--- config.mk ---
export PLATFORM = sky130hd
export DESIGN_NAME = led_matrix_scan
export DESIGN_NICKNAME = d
export VERILOG_FILES = /design/src/rtl/led_matrix_pkg.sv /design/src/rtl/led_glyph_rom.sv /design/src/rtl/led_matrix_scan.sv
export SDC_FILE = /design/constraint.sdc
export NUM_CORES = 1
export LEC_CHECK = 0
export CAP_MARGIN = 20
export CORE_ASPECT_RATIO = 0.7
export CORE_UTILIZATION = 55
export DETAILED_ROUTE_END_ITERATION = 12
export GPL_TIMING_DRIVEN = 0
export PLACE_DENSITY = 0.84
export RECOVER_POWER = 50
export SYNTH_ARGS = -nofsm -noshare
export SYNTH_HDL_FRONTEND = slang
export SYNTH_SLANG_ARGS = --single-unit
--- constraint.sdc ---
create_clock -name clk -period 3.7 [get_ports clk]
set_input_delay 0.925 -clock clk [delete_from_list [all_inputs] [get_ports clk]]
set_output_delay 0.925 -clock clk [all_outputs]
set_load 0.05 [all_outputs]
--- src/rtl/led_matrix_pkg.sv ---
// Shared glyph codes, scan-state encoding and the 8x8 glyph bitmap function
// for the LED-matrix scanner.
package led_matrix_pkg;

    localparam logic [3:0] GLYPH_BLANK = 4'hA;
    localparam logic [3:0] GLYPH_FRAME = 4'hF;

    localparam logic [1:0] ST_IDLE  = 2'd0;
    localparam logic [1:0] ST_ON    = 2'd1;
    localparam logic [1:0] ST_BLANK = 2'd2;

    typedef enum logic [1:0] {
        IDLE  = ST_IDLE,
        ON    = ST_ON,
        BLANK = ST_BLANK
    } scan_state_t;

    // Active-high bitmap, bit 7 = leftmost column. Digits are 5x7 in columns 5..1,
    // rows 1..7; each digit is packed as seven 5-bit rows, row 1 in the top bits.
    function automatic logic [7:0] glyph_row(input logic [3:0] code, input logic [2:0] idx);
        logic [34:0] bm;
        logic [34:0] sh;
        bm = '0;
        case (code)
            4'd0: bm = {5'h0E, 5'h11, 5'h13, 5'h15, 5'h19, 5'h11, 5'h0E};
            4'd1: bm = {5'h04, 5'h0C, 5'h04, 5'h04, 5'h04, 5'h04, 5'h0E};
            4'd2: bm = {5'h0E, 5'h11, 5'h01, 5'h02, 5'h04, 5'h08, 5'h1F};
            4'd3: bm = {5'h1F, 5'h02, 5'h04, 5'h02, 5'h01, 5'h11, 5'h0E};
            4'd4: bm = {5'h02, 5'h06, 5'h0A, 5'h12, 5'h1F, 5'h02, 5'h02};
            4'd5: bm = {5'h1F, 5'h10, 5'h1E, 5'h01, 5'h01, 5'h11, 5'h0E};
            4'd6: bm = {5'h06, 5'h08, 5'h10, 5'h1E, 5'h11, 5'h11, 5'h0E};
            4'd7: bm = {5'h1F, 5'h01, 5'h02, 5'h04, 5'h08, 5'h08, 5'h08};
            4'd8: bm = {5'h0E, 5'h11, 5'h11, 5'h0E, 5'h11, 5'h11, 5'h0E};
            4'd9: bm = {5'h0E, 5'h11, 5'h11, 5'h0F, 5'h01, 5'h02, 5'h0C};
            default: bm = '0;
        endcase
        if (code == GLYPH_FRAME) begin
            glyph_row = (idx == 3'd0 || idx == 3'd7) ? 8'hFF : 8'h81;
        end else if (idx == 3'd0) begin
            glyph_row = 8'h00;
        end else begin
            sh = bm >> (5 * (7 - int'(idx)));
            glyph_row = {2'b00, sh[4:0], 1'b0};
        end
    endfunction

endpackage

--- src/rtl/led_glyph_rom.sv ---
// Combinational glyph lookup: (code, row index) -> active-high 8-bit column bitmap.
module led_glyph_rom
    import led_matrix_pkg::*;
(
    input  logic [3:0] code,
    input  logic [2:0] row_idx,
    output logic [7:0] bitmap
);

    assign bitmap = glyph_row(code, row_idx);

endmodule

--- src/rtl/led_matrix_scan.sv ---
// Time-multiplexed 8x8 LED-matrix scanner with inter-row blanking, frame-locked
// glyph latching and frame-synchronous blink.
//
//   state | meaning
//   IDLE  | scan stopped, outputs dark, waiting for en
//   ON    | row_idx driven, columns show the glyph row for DWELL cycles
//   BLANK | everything off for BLANK_CYC cycles to stop ghosting
module led_matrix_scan
    import led_matrix_pkg::*;
#(
    parameter int DWELL       = 16,
    parameter int BLANK_CYC   = 2,
    parameter int BLINK_LOG2  = 5,
    parameter int ROW_ACT_LOW = 1,
    parameter int COL_ACT_LOW = 1
) (
    input  logic       clk,
    input  logic       rst,
    input  logic       en,
    input  logic       sel_alt,
    input  logic [3:0] code_a,
    input  logic [3:0] code_b,
    input  logic       blink,
    output logic [7:0] row,
    output logic [7:0] column,
    output logic       frame_start
);

    localparam int CNT_MAX = (DWELL > BLANK_CYC) ? DWELL : BLANK_CYC;
    localparam int CNT_W   = (CNT_MAX > 1) ? $clog2(CNT_MAX) : 1;
    localparam logic [CNT_W-1:0] DWELL_LOAD = CNT_W'(DWELL - 1);
    localparam logic [CNT_W-1:0] BLANK_LOAD = CNT_W'((BLANK_CYC > 0) ? BLANK_CYC - 1 : 0);
    localparam logic [7:0] ROW_IDLE = (ROW_ACT_LOW != 0) ? 8'hFF : 8'h00;
    localparam logic [7:0] COL_IDLE = (COL_ACT_LOW != 0) ? 8'hFF : 8'h00;

    scan_state_t           state;
    logic [2:0]            row_idx;
    logic [CNT_W-1:0]      dwell_cnt;
    logic [BLINK_LOG2-1:0] frame_cnt;
    logic [3:0]            glyph;
    logic [7:0]            bitmap;
    logic [3:0]            code_sel;
    logic                  row_end;
    logic                  scan_on;
    logic                  blanked;

    assign code_sel = sel_alt ? code_b : code_a;

    // Row boundary: last ON cycle when blanking is disabled, otherwise last BLANK cycle.
    assign row_end = (dwell_cnt == '0) &&
                     ((state == BLANK) || (state == ON && BLANK_CYC == 0));

    always_ff @(posedge clk or posedge rst) begin
        if (rst) begin
            state     <= IDLE;
            row_idx   <= '0;
            dwell_cnt <= '0;
            frame_cnt <= '0;
            glyph     <= GLYPH_FRAME;
        end else if (!en) begin
            state     <= IDLE;
            row_idx   <= '0;
            dwell_cnt <= '0;
        end else begin
            case (state)
                IDLE: begin
                    state     <= ON;
                    row_idx   <= '0;
                    dwell_cnt <= DWELL_LOAD;
                    glyph     <= code_sel;
                end
                ON: begin
                    if (dwell_cnt != '0) begin
                        dwell_cnt <= dwell_cnt - 1'b1;
                    end else if (BLANK_CYC == 0) begin
                        dwell_cnt <= DWELL_LOAD;
                    end else begin
                        state     <= BLANK;
                        dwell_cnt <= BLANK_LOAD;
                    end
                end
                BLANK: begin
                    if (dwell_cnt != '0) begin
                        dwell_cnt <= dwell_cnt - 1'b1;
                    end else begin
                        state     <= ON;
                        dwell_cnt <= DWELL_LOAD;
                    end
                end
                default: state <= IDLE;
            endcase
            if (state != IDLE && row_end) begin
                row_idx <= row_idx + 1'b1;
                if (row_idx == 3'd7) begin
                    glyph     <= code_sel;
                    frame_cnt <= frame_cnt + 1'b1;
                end
            end
        end
    end

    led_glyph_rom u_rom (
        .code    (glyph),
        .row_idx (row_idx),
        .bitmap  (bitmap)
    );

    // en gates the output stage directly so dropping it darkens the matrix on the next edge.
    assign scan_on = en && (state == ON);
    assign blanked = blink && frame_cnt[BLINK_LOG2-1];

    always_ff @(posedge clk or posedge rst) begin
        if (rst) begin
            row         <= ROW_IDLE;
            column      <= COL_IDLE;
            frame_start <= 1'b0;
        end else begin
            row         <= scan_on ? ((8'b1 << row_idx) ^ ROW_IDLE) : ROW_IDLE;
            column      <= (scan_on && !blanked) ? (bitmap ^ COL_IDLE) : COL_IDLE;
            frame_start <= scan_on && (row_idx == 3'd0) && (dwell_cnt == DWELL_LOAD);
        end
    end

endmodule

; Yosys cells after proc, flatten, opt, wreduce, memory -nomap -nowiden
; Memory sizes are Yosys's and may differ from the RTL's.
; Index checks and enable logic that the tools add are counted.
[word_totals]
mem_count = 1
elab_cells = 63
inputBits = 13
out_inout_bits = 17
romBits = 560
regBits = 35
[classes]
bitwise_logic = 2
muxes = 20
n_reduce_logical = 16
shift = 2
eq_ne = 9
multipliers = 1
n_addsub = 4
[memory_table]
columns = name, depth, width, rd, rd_ports_with_merged_regs, wr, line
row1 = (no name shown), 16, 35, 1, 0, 0, led_matrix_pkg.sv:24  ; case (code)
[op_table]
columns = cell, count
row1 = $shr A35 B32 Y5, 1
row2 = $mul A4 B32 Y32 const A, 1
row3 = $mux W4, 7
row4 = $mux W8, 3
row5 = $not A8 Y8, 2
row6 = $pmux W4 S3, 1
row7 = $mux W3, 3
row8 = $eq A4 B4 Y1 const B, 2
row9 = $shl A1 B3 Y8 const A, 1
row10 = $logic_and A1 B1 Y1, 7
row11 = $mux W7, 1
row12 = $mux W2, 3
row13 = $mux W6, 1
row14 = $ne A3 B3 Y1 const B, 2
row15 = $pmux W2 S3, 1
row16 = $add A5 B1 Y5 const B, 1
row17 = $logic_not A4 Y1, 1
row18 = $ne A4 B1 Y1 const B, 1
row19 = $reduce_bool A4 Y1, 1
row20 = $sub A3 B3 Y4 const A, 1
row21 = $sub A4 B1 Y4 const B, 1
row22 = $add A3 B1 Y3 const B, 1
row23 = $eq A3 B3 Y1 const B, 1
row24 = $logic_not A3 Y1, 1
row25 = 9 further kinds, 9

; Depth between registers and ports, before layout
; Gate-level depths: netlist of run 1.
[logic_depth]
depth_word = 7
mapped_depth = 11
ltp_nobuf = 10

; Cells and area by module
; From an unflattened synthesis of run 1, not the netlist that was laid out.
[hier_totals]
cells_unflattened = 426
hier_area_um2 = 3487.1
[by_module_without_submodules]
columns = mod, seq_area_each_um2, area_per_inst_um2, n_inst, cells_each
row1 = led_glyph_rom, 0.0, 1865.5, 1, 288
row2 = led_matrix_scan, 900.9, 1621.6, 1, 138

; Worst setup path after synthesis of run 1
; No wires, ideal clock.
[synth_path]
path_kind = flip-flop to flip-flop
start = register glyph[0]
end = register column[2]
arrival_ns = 2.516
setup_slack_ns = 1.088
t_required_ns = 3.604
stages_incl_launch_ff = 11
path_buffers = 2
setup_ns = 0.096
synth_period_minus_slack_ns = 2.612
path_cell_list = dfstp_2 clkbuf_1 inv_1 ha_1 buf_2 mux2i_1 nand2_1 a31o_2 a31o_1 a211oi_1 o221ai_1
[synth_between]
elab_chain_cells = 6
word_cells_on_any_way = 7
cone_classes = 1 x eq/ne / 1 x shift / 3 x mux / 1 x bitwise / 1 x memory
[synth_lines]
columns = item, line
row1 = from (decl), led_matrix_scan.sv:40  ; logic [3:0] glyph;
row2 = from (signal assigned), led_matrix_scan.sv:70  ; glyph <= code_sel;
row3 = from (signal assigned), led_matrix_scan.sv:95  ; glyph <= code_sel;
row4 = $mem_v2 Z16 W35, n/a
row5 = $shr A35 B32 Y5, led_matrix_pkg.sv:42  ; sh = bm >> (5 * (7 - int'(idx)));
row6 = $mux W6, led_matrix_pkg.sv:39  ; end else if (idx == 3'd0) begin
row7 = $mux W8 *, led_matrix_pkg.sv:37  ; if (code == GLYPH_FRAME) begin
row8 = $not A8 Y8 (no source line) *, n/a
row9 = $mux W8 *, led_matrix_scan.sv:119  ; column <= (scan_on && !blanked) ? (bitmap ^ COL_IDLE) : COL_IDLE;
row10 = to (signal assigned), led_matrix_scan.sv:119
row11 = to (decl), led_matrix_scan.sv:25  ; output logic [7:0] column,
; Mark *: on every way between the ends. The rest lies on a longest branch, timed or not.
; A chain may end at the register's enable or synchronous reset.

; Worst setup path in the final report of run 1
[layout_path]
start = register glyph[0]
end = register column[3]
; The elaborated chain is that of the path after synthesis.

==> results.json, run 1 <==
{
  "status": "completed",
  "setup_violations": 0,
  "min_period_over_period": 0.907,
  "rows": 24,
  "peakVddDrop_uv": 637,
  "synth_edf_count": 0,
  "clockPowerShare": 0.149,
  "cts_tree": "done",
  "regToRegStartpoint": "glyph[0]",
  "cp_slowest_cell": "dfstp_2",
  "dp_cells": 554,
  "cap_violations": 0,
  "cts-htree-levels": 2,
  "grt_max_degree": 20,
  "synth_async_sr_flop_share": 1.00,
  "vias": 3943,
  "cts_resized": 0,
  "grt_antenna_before_repair": 0,
  "cts_root_buf": "clkbuf_8",
  "multiInputGateArea_mm2": 0.00245,
  "netlist_area_mm2": 0.00359,
  "fin_tns_setup_ns": 0,
  "relSlewSlack": 0.312,
  "pwr-share-comb": 0.661,
  "slew_violations": 0,
  "path_common_cell": "a2111oi_0",
  "syn_area_per_cell_um2": 8.01,
  "hold_buffers": 0,
  "p_switching_uw": 1450,
  "hold_violations": 0,
  "critPathTopFamily": "compound AO/OA/AOI/OAI gates",
  "io_pins": 30,
  "hold-worst-slack_ns": 0.504,
  "place_hpwl_um": 9320,
  "min_from": "frame_cnt[3]",
  "drc": 0,
  "startpoint_type": "register",
  "cp_max_fo": 10,
  "ctsLongestPathBuffers": 2,
  "drt_first_iter_violations": 523,
  "cp_slowest_stage_delay_ns": 0.60,
  "start_util": 0.572,
  "grtUsageTotal": 0.375,
  "die_x_um": 98.6,
  "cts_setup_buffers": 0,
  "port_buffers": 27,
  "final_nets": 518,
  "fp.dieH_um": 69.6,
  "fin_cells": 562,
  "postRouteAntennaNets": 0,
  "worstMarginPinSlew_ns": 1.03,
  "dr.pass1.iters": 7,
  "dp_worst_setup_slack_ns": 0.495,
  "fmaxAchievable_mhz": 298,
  "finalWorstSetupSlack_ns": 0.345,
  "crit_arrival_ns": 3.56,
  "numCtsBuffers": 5,
  "via_per_inst": 7.02,
  "gp_congestion": 1.03,
  "path_buf_inv": 3,
  "synthToLayoutAreaGrowth_pct": 14.2,
  "p_leak_uw": 0.00160,
  "power_frac_seq": 0.190,
  "ys.flop_type": "dfstp_2",
  "hold_path.class": "register to register",
  "antenna_cells": 0,
  "rsz0062_at_grt": "no",
  "dieArea_mm2": 0.00686,
  "p_total_uw": 2820,
  "critical_path.cell_chain": "clkbuf_1 -> inv_1 -> ha_1 -> buf_2 -> a2111oi_0 -> a211oi_1 -> a2111oi_0 -> o31ai_1 -> o2111ai_1",
  "nFillCells": 518,
  "clock-sinks": 34,
  "insertion_delay_ns": 0.30,
  "drive_gt1_frac": 0.134,
  "clk_pin_slew_ns": 0.08,
  "wl_per_cell_um": 22.1,
  "grt_pass1_vias": 3658,
  "switching_share": 0.515,
  "p_int_uw": 1370,
  "crit_type": "register to register",
  "startpoint": "glyph[0]",
  "ff_latch_area_um2": 875,
  "required_ns": 3.90,
  "ys_seq_area_frac": 0.244,
  "netlist-cell-type-count": 73,
  "globalRouteOverflowTotal": 0,
  "grt_pass1_wl_um": 19800,
  "synth-seq-cells": 34,
  "power_density_mw_per_mm2": 689,
  "syn-instance-count": 448,
  "synth_warnings": 0,
  "syn_nets": 483,
  "core_area_mm2": 0.00628,
  "cp-end-kind": "register",
  "finalWirelength_um": 12400,
  "clock_skew_ns": 0.00418,
  "period_minus_slack_ns": 3.35
}
-- cells in the mapped netlist, types with 3 or more instances --
master / instances / area [um^2]
a2111oi_0: 7 / 61.3
o31ai_1: 6 / 45.0
clkbuf_1: 14 / 52.6
nor4_1: 3 / 18.8
nand4_1: 7 / 43.8
and4bb_2: 3 / 37.5
inv_1: 15 / 56.3
buf_2: 15 / 75.1
nand3_1: 16 / 80.1
a21boi_0: 5 / 37.5
nor2b_1: 14 / 87.6
and3b_1: 3 / 26.3
a31oi_1: 5 / 31.3
xnor2_1: 5 / 43.8
buf_4: 4 / 30.0
o211ai_1: 7 / 52.6
a211oi_1: 20 / 150
nor2_1: 35 / 131
dfstp_2: 19 / 499
buf_6: 3 / 33.8
ha_1: 22 / 275
nand2_1: 41 / 154
nor3_1: 10 / 50.1
a21o_1: 5 / 37.5
o2111ai_1: 3 / 26.3
o311ai_0: 3 / 26.3
mux2i_1: 17 / 170
dfrtp_1: 15 / 375
and2_1: 5 / 31.3
a21oi_1: 24 / 120
o22ai_1: 5 / 31.3
nand2b_1: 17 / 106
a311oi_1: 4 / 35.0
o21ai_0: 18 / 90.1
-- routing by layer --
layer | wire length [um] | up-vias | track usage
li1 | - | 1750 | -
met1 | 5330 | 1822 | 0.560
met2 | 4910 | 334 | 0.522
met3 | 1950 | 37 | 0.115
met4 | 251 | 0 | 0.0912
met5 | 0 | - | 0
-- worst reg2reg max path, stage by stage, from the launching register on --
cell and delay [ns]:
dfstp_2 0.60, clkbuf_1 0.41, inv_1 0.22, ha_1 0.36
buf_2 0.20, a2111oi_0 0.53, a211oi_1 0.17, a2111oi_0 0.51
o31ai_1 0.13, o2111ai_1 0.15
-- path summary, 6_finish.rpt --
kind | endpoint | slack (ns) | cells past startpoint
worst max-delay path | column[3] | 0.35 | 9
worst min-delay path | frame_cnt[3] | 0.50 | 1
worst max register to register | column[3] | 0.35 | 9
worst min register to register | frame_cnt[3] | 0.50 | 1
max in group asynchronous | state[1] | 1.22 | 3
min in group asynchronous | frame_cnt[4] | 1.15 | 2
-- cells by family (layout without fill, tap and decap cells) --
kind of cell	count (synthesis)	after routing	synth area share
and+or+nand+nor	171	171	0.256
AOI/OAI and AO/OA	141	141	0.282
buffers and inverters	55	91	0.0732
DFF	34	34	0.244
adders and majority gates	22	22	0.0767
muxes	19	19	0.0537
xor gates and xnor gates	6	6	0.0146
-- final cells by class --
type / instances / area share
Multi-Input combinational cell: 359 / 0.598
Sequential cell: 34 / 0.213
Timing Repair Buffer: 28 / 0.0668
Buffer: 38 / 0.0485
Tap cell: 78 / 0.0238
Clock buffer: 5 / 0.0168
Clock inverter: 3 / 0.0168
Inverter: 17 / 0.0156
-- flip-flops by register name, summed over array words and instances (netlist names) --
register / cells
row: 8
column: 7
frame_cnt: 5
dwell_cnt: 4
glyph: 4
row_idx: 3
state: 2
frame_start: 1
-- power by group through the flow --
stage / Clock, uW / Sequential, uW / Combinational (uW)
floorplan: 0 / 554 / 1240
global placement: 0 / 535 / 1750
detailed placement: 0 / 540 / 1750
CTS: 422 / 534 / 1760
global route: 443 / 544 / 1970
finish: 422 / 537 / 1870
-- cells in the final DEF (no fill, tap or decap), types with 10 or more instances in the layout --
cell,Yosys,layout
clkbuf_1,14,15
mux2i_1,17,17
dfstp_2,19,19
clkdlybuf4s50_1,0,25
nor2b_1,14,14
inv_1,15,15
nor3_1,10,10
dfrtp_1,15,15
a211oi_1,20,20
buf_2,15,15
o21ai_0,18,18
nand3_1,16,16
nand2b_1,17,17
a21oi_1,24,24
nand2_1,41,41
nor2_1,35,35
ha_1,22,22
-- metrics by stage --
stage	utilization	cell area (um^2)
finish	0.653	4100
global route	0.653	4100
CTS	0.657	4120
detailed placement	0.635	3990
global placement	0.631	3960
floorplan	-	3590
(Power assumes the default switching activity.)
==> inputs of run 2 (changes only) <==
GPL_ROUTABILITY_DRIVEN = 0   (was default)
TNS_END_PERCENT = 1   (was default)
==> run 2 against run 1 <==
Die area did not move. Maximum frequency decreased by 0.61%. Utilization is 0.76 points lower. Global-route usage decreased by 3.8 points. Routed wire length is 8.8% lower. Combinational power barely moved. Highest routed layer unchanged. First-iteration DRC count up 36%. Cell area is 1.2% lower.
==> results.json, run 2 (same netlist as run 1, synthesis figures left out) <==
{
  "core_area_mm2": 0.00628,
  "hold_path.class": "register to register",
  "regMostFlops": "row",
  "cp-end-kind": "register",
  "wl_met1_um": 4660,
  "min_period_over_period": 0.912,
  "dieArea_mm2": 0.00686,
  "vias": 3954,
  "required_ns": 3.85,
  "post-route-util": 0.646,
  "power_density_mw_per_mm2": 658,
  "crit_type": "register to register",
  "final_nets": 518,
  "largest_reg_flops": 8,
  "top_layer": "met4",
  "slew_violations": 0,
  "cp_max_fo": 10,
  "grt_antenna_before_repair": 0,
  "regToRegStartpoint": "glyph[0]",
  "wl_per_cell_um": 20.2,
  "peakVddDrop_uv": 428,
  "ctsLongestPathBuffers": 2,
  "drive_gt1_frac": 0.130,
  "cp_slowest_cell": "dfstp_2",
  "fp.dieH_um": 69.6,
  "startpoint_type": "register",
  "final_cell_mix": "nand2_1 (41), nor2_1 (35), clkdlybuf4s50_1 (25), a21oi_1 (24), ha_1 (22)",
  "synthToLayoutAreaGrowth_pct": 12.9,
  "cts-htree-levels": 2,
  "insertion_delay_ns": 0.28,
  "relSlewSlack": 0.340,
  "cts_tree": "done",
  "p_leak_uw": 0.00158,
  "postRouteAntennaNets": 0,
  "wl_met2_um": 4480,
  "fmaxAchievable_mhz": 296,
  "hold_buffers": 0,
  "numCtsBuffers": 5,
  "start_util": 0.572,
  "min_from": "frame_cnt[3]",
  "rows": 24,
  "status": "completed",
  "ff_latch_area_um2": 875,
  "reg2reg_depth": 10,
  "dp_worst_setup_slack_ns": 0.471,
  "reg2reg_slack_ns": 0.32,
  "place_hpwl_um": 8640,
  "period_minus_slack_ns": 3.38,
  "port_buffers": 27,
  "fin_tns_setup_ns": 0,
  "clk_pin_slew_ns": 0.07,
  "multiInputGateArea_mm2": 0.00245,
  "clock_skew_ns": 0.0100,
  "reg_top3": "row (8), column (7), frame_cnt (5)",
  "setup_violations": 0,
  "grtUsageTotal": 0.336,
  "grt_max_degree": 19,
  "critical_path.cell_chain": "clkbuf_1 -> inv_1 -> ha_1 -> buf_2 -> mux2i_1 -> a2111oi_0 -> a31oi_1 -> nand3_1 -> nand4_1 -> o41ai_1",
  "reg2reg_to": "column[1]",
  "cap_violations": 0,
  "grt_pass1_wl_um": 18100,
  "cp_slowest_stage_delay_ns": 0.60,
  "drc": 0,
  "holdPathStages": 1,
  "worstMarginPinSlew_ns": 0.990,
  "via_per_inst": 7.04,
  "die_x_um": 98.6,
  "globalRouteOverflowTotal": 0,
  "rsz0062_at_grt": "no",
  "clock-sinks": 34,
  "antenna_cells": 0,
  "cts_resized": 0,
  "final_common_cell": "nand2_1",
  "io_pins": 30,
  "cts_setup_buffers": 0,
  "nFillCells": 504,
  "finalWorstSetupSlack_ns": 0.325,
  "dr.pass1.iters": 8,
  "wl_met3_um": 1850,
  "finalWirelength_um": 11300,
  "whs_endpoint": "frame_cnt[3]",
  "grt_pass1_vias": 3657,
  "drt_first_iter_violations": 713,
  "cts_root_buf": "clkbuf_8",
  "crit_arrival_ns": 3.53,
  "hold_violations": 0
}
run 2: worst max path at each step:
stage | startpoint | endpoint | cells past startpoint
2_1_floorplan | glyph[0] | column[2] | 10
3_3_place_gp | glyph[0] | column[3] | 9
3_5_place_dp | glyph[0] | column[3] | 10
4_1_cts | glyph[0] | column[3] | 10
5_1_grt | glyph[0] | column[5] | 10
6_report | glyph[0] | column[1] | 10
run 2: layout make-up:
type / count / share of cell area
clock buffers: 8 / 0.0222
multi-input cells: 359 / 0.605
plain buffers: 38 / 0.0491
inverters: 17 / 0.0158
flip-flops and latches: 34 / 0.216
well taps: 78 / 0.0241
repair buffers: 28 / 0.0676
run 2: layer usage:
layer  global-route usage  vias up
met5                    0        -
met4               0.0978        0
met3                0.136       74
met2                0.471      349
met1                0.473     1780
li1                     -     1751
run 2: critical path, delay by kind of cell, from the launching register on:
family | cells | cell delay (ns)
DFF | 1 | 0.60
muxes | 1 | 0.20
AOI/OAI and AO/OA | 3 | 0.98
adders and majority gates | 1 | 0.36
buffers and inverters | 3 | 0.82
and+or+nand+nor | 2 | 0.29
run 2: power by group:
part           internal (uW)  switching, uW
Clock                    152            128
Sequential               458           78.1
Combinational            640           1210
Total                   1250           1420
run 2: through the flow:
| stage | hold slack [ns] | cell area, um^2 | power (uW) | std cells |
|---|---|---|---|---|
| 4_1_cts | 0.480 | 4080 | 2550 | 562 |
| 3_3_place_gp | 0.467 | 3960 | 2210 | 553 |
| 6_report | 0.474 | 4050 | 2670 | 562 |
| 2_1_floorplan | 0.446 | 3590 | 1800 | 448 |
| 3_5_place_dp | 0.471 | 3990 | 2270 | 554 |
| 5_1_grt | 0.515 | 4050 | 2780 | 562 |
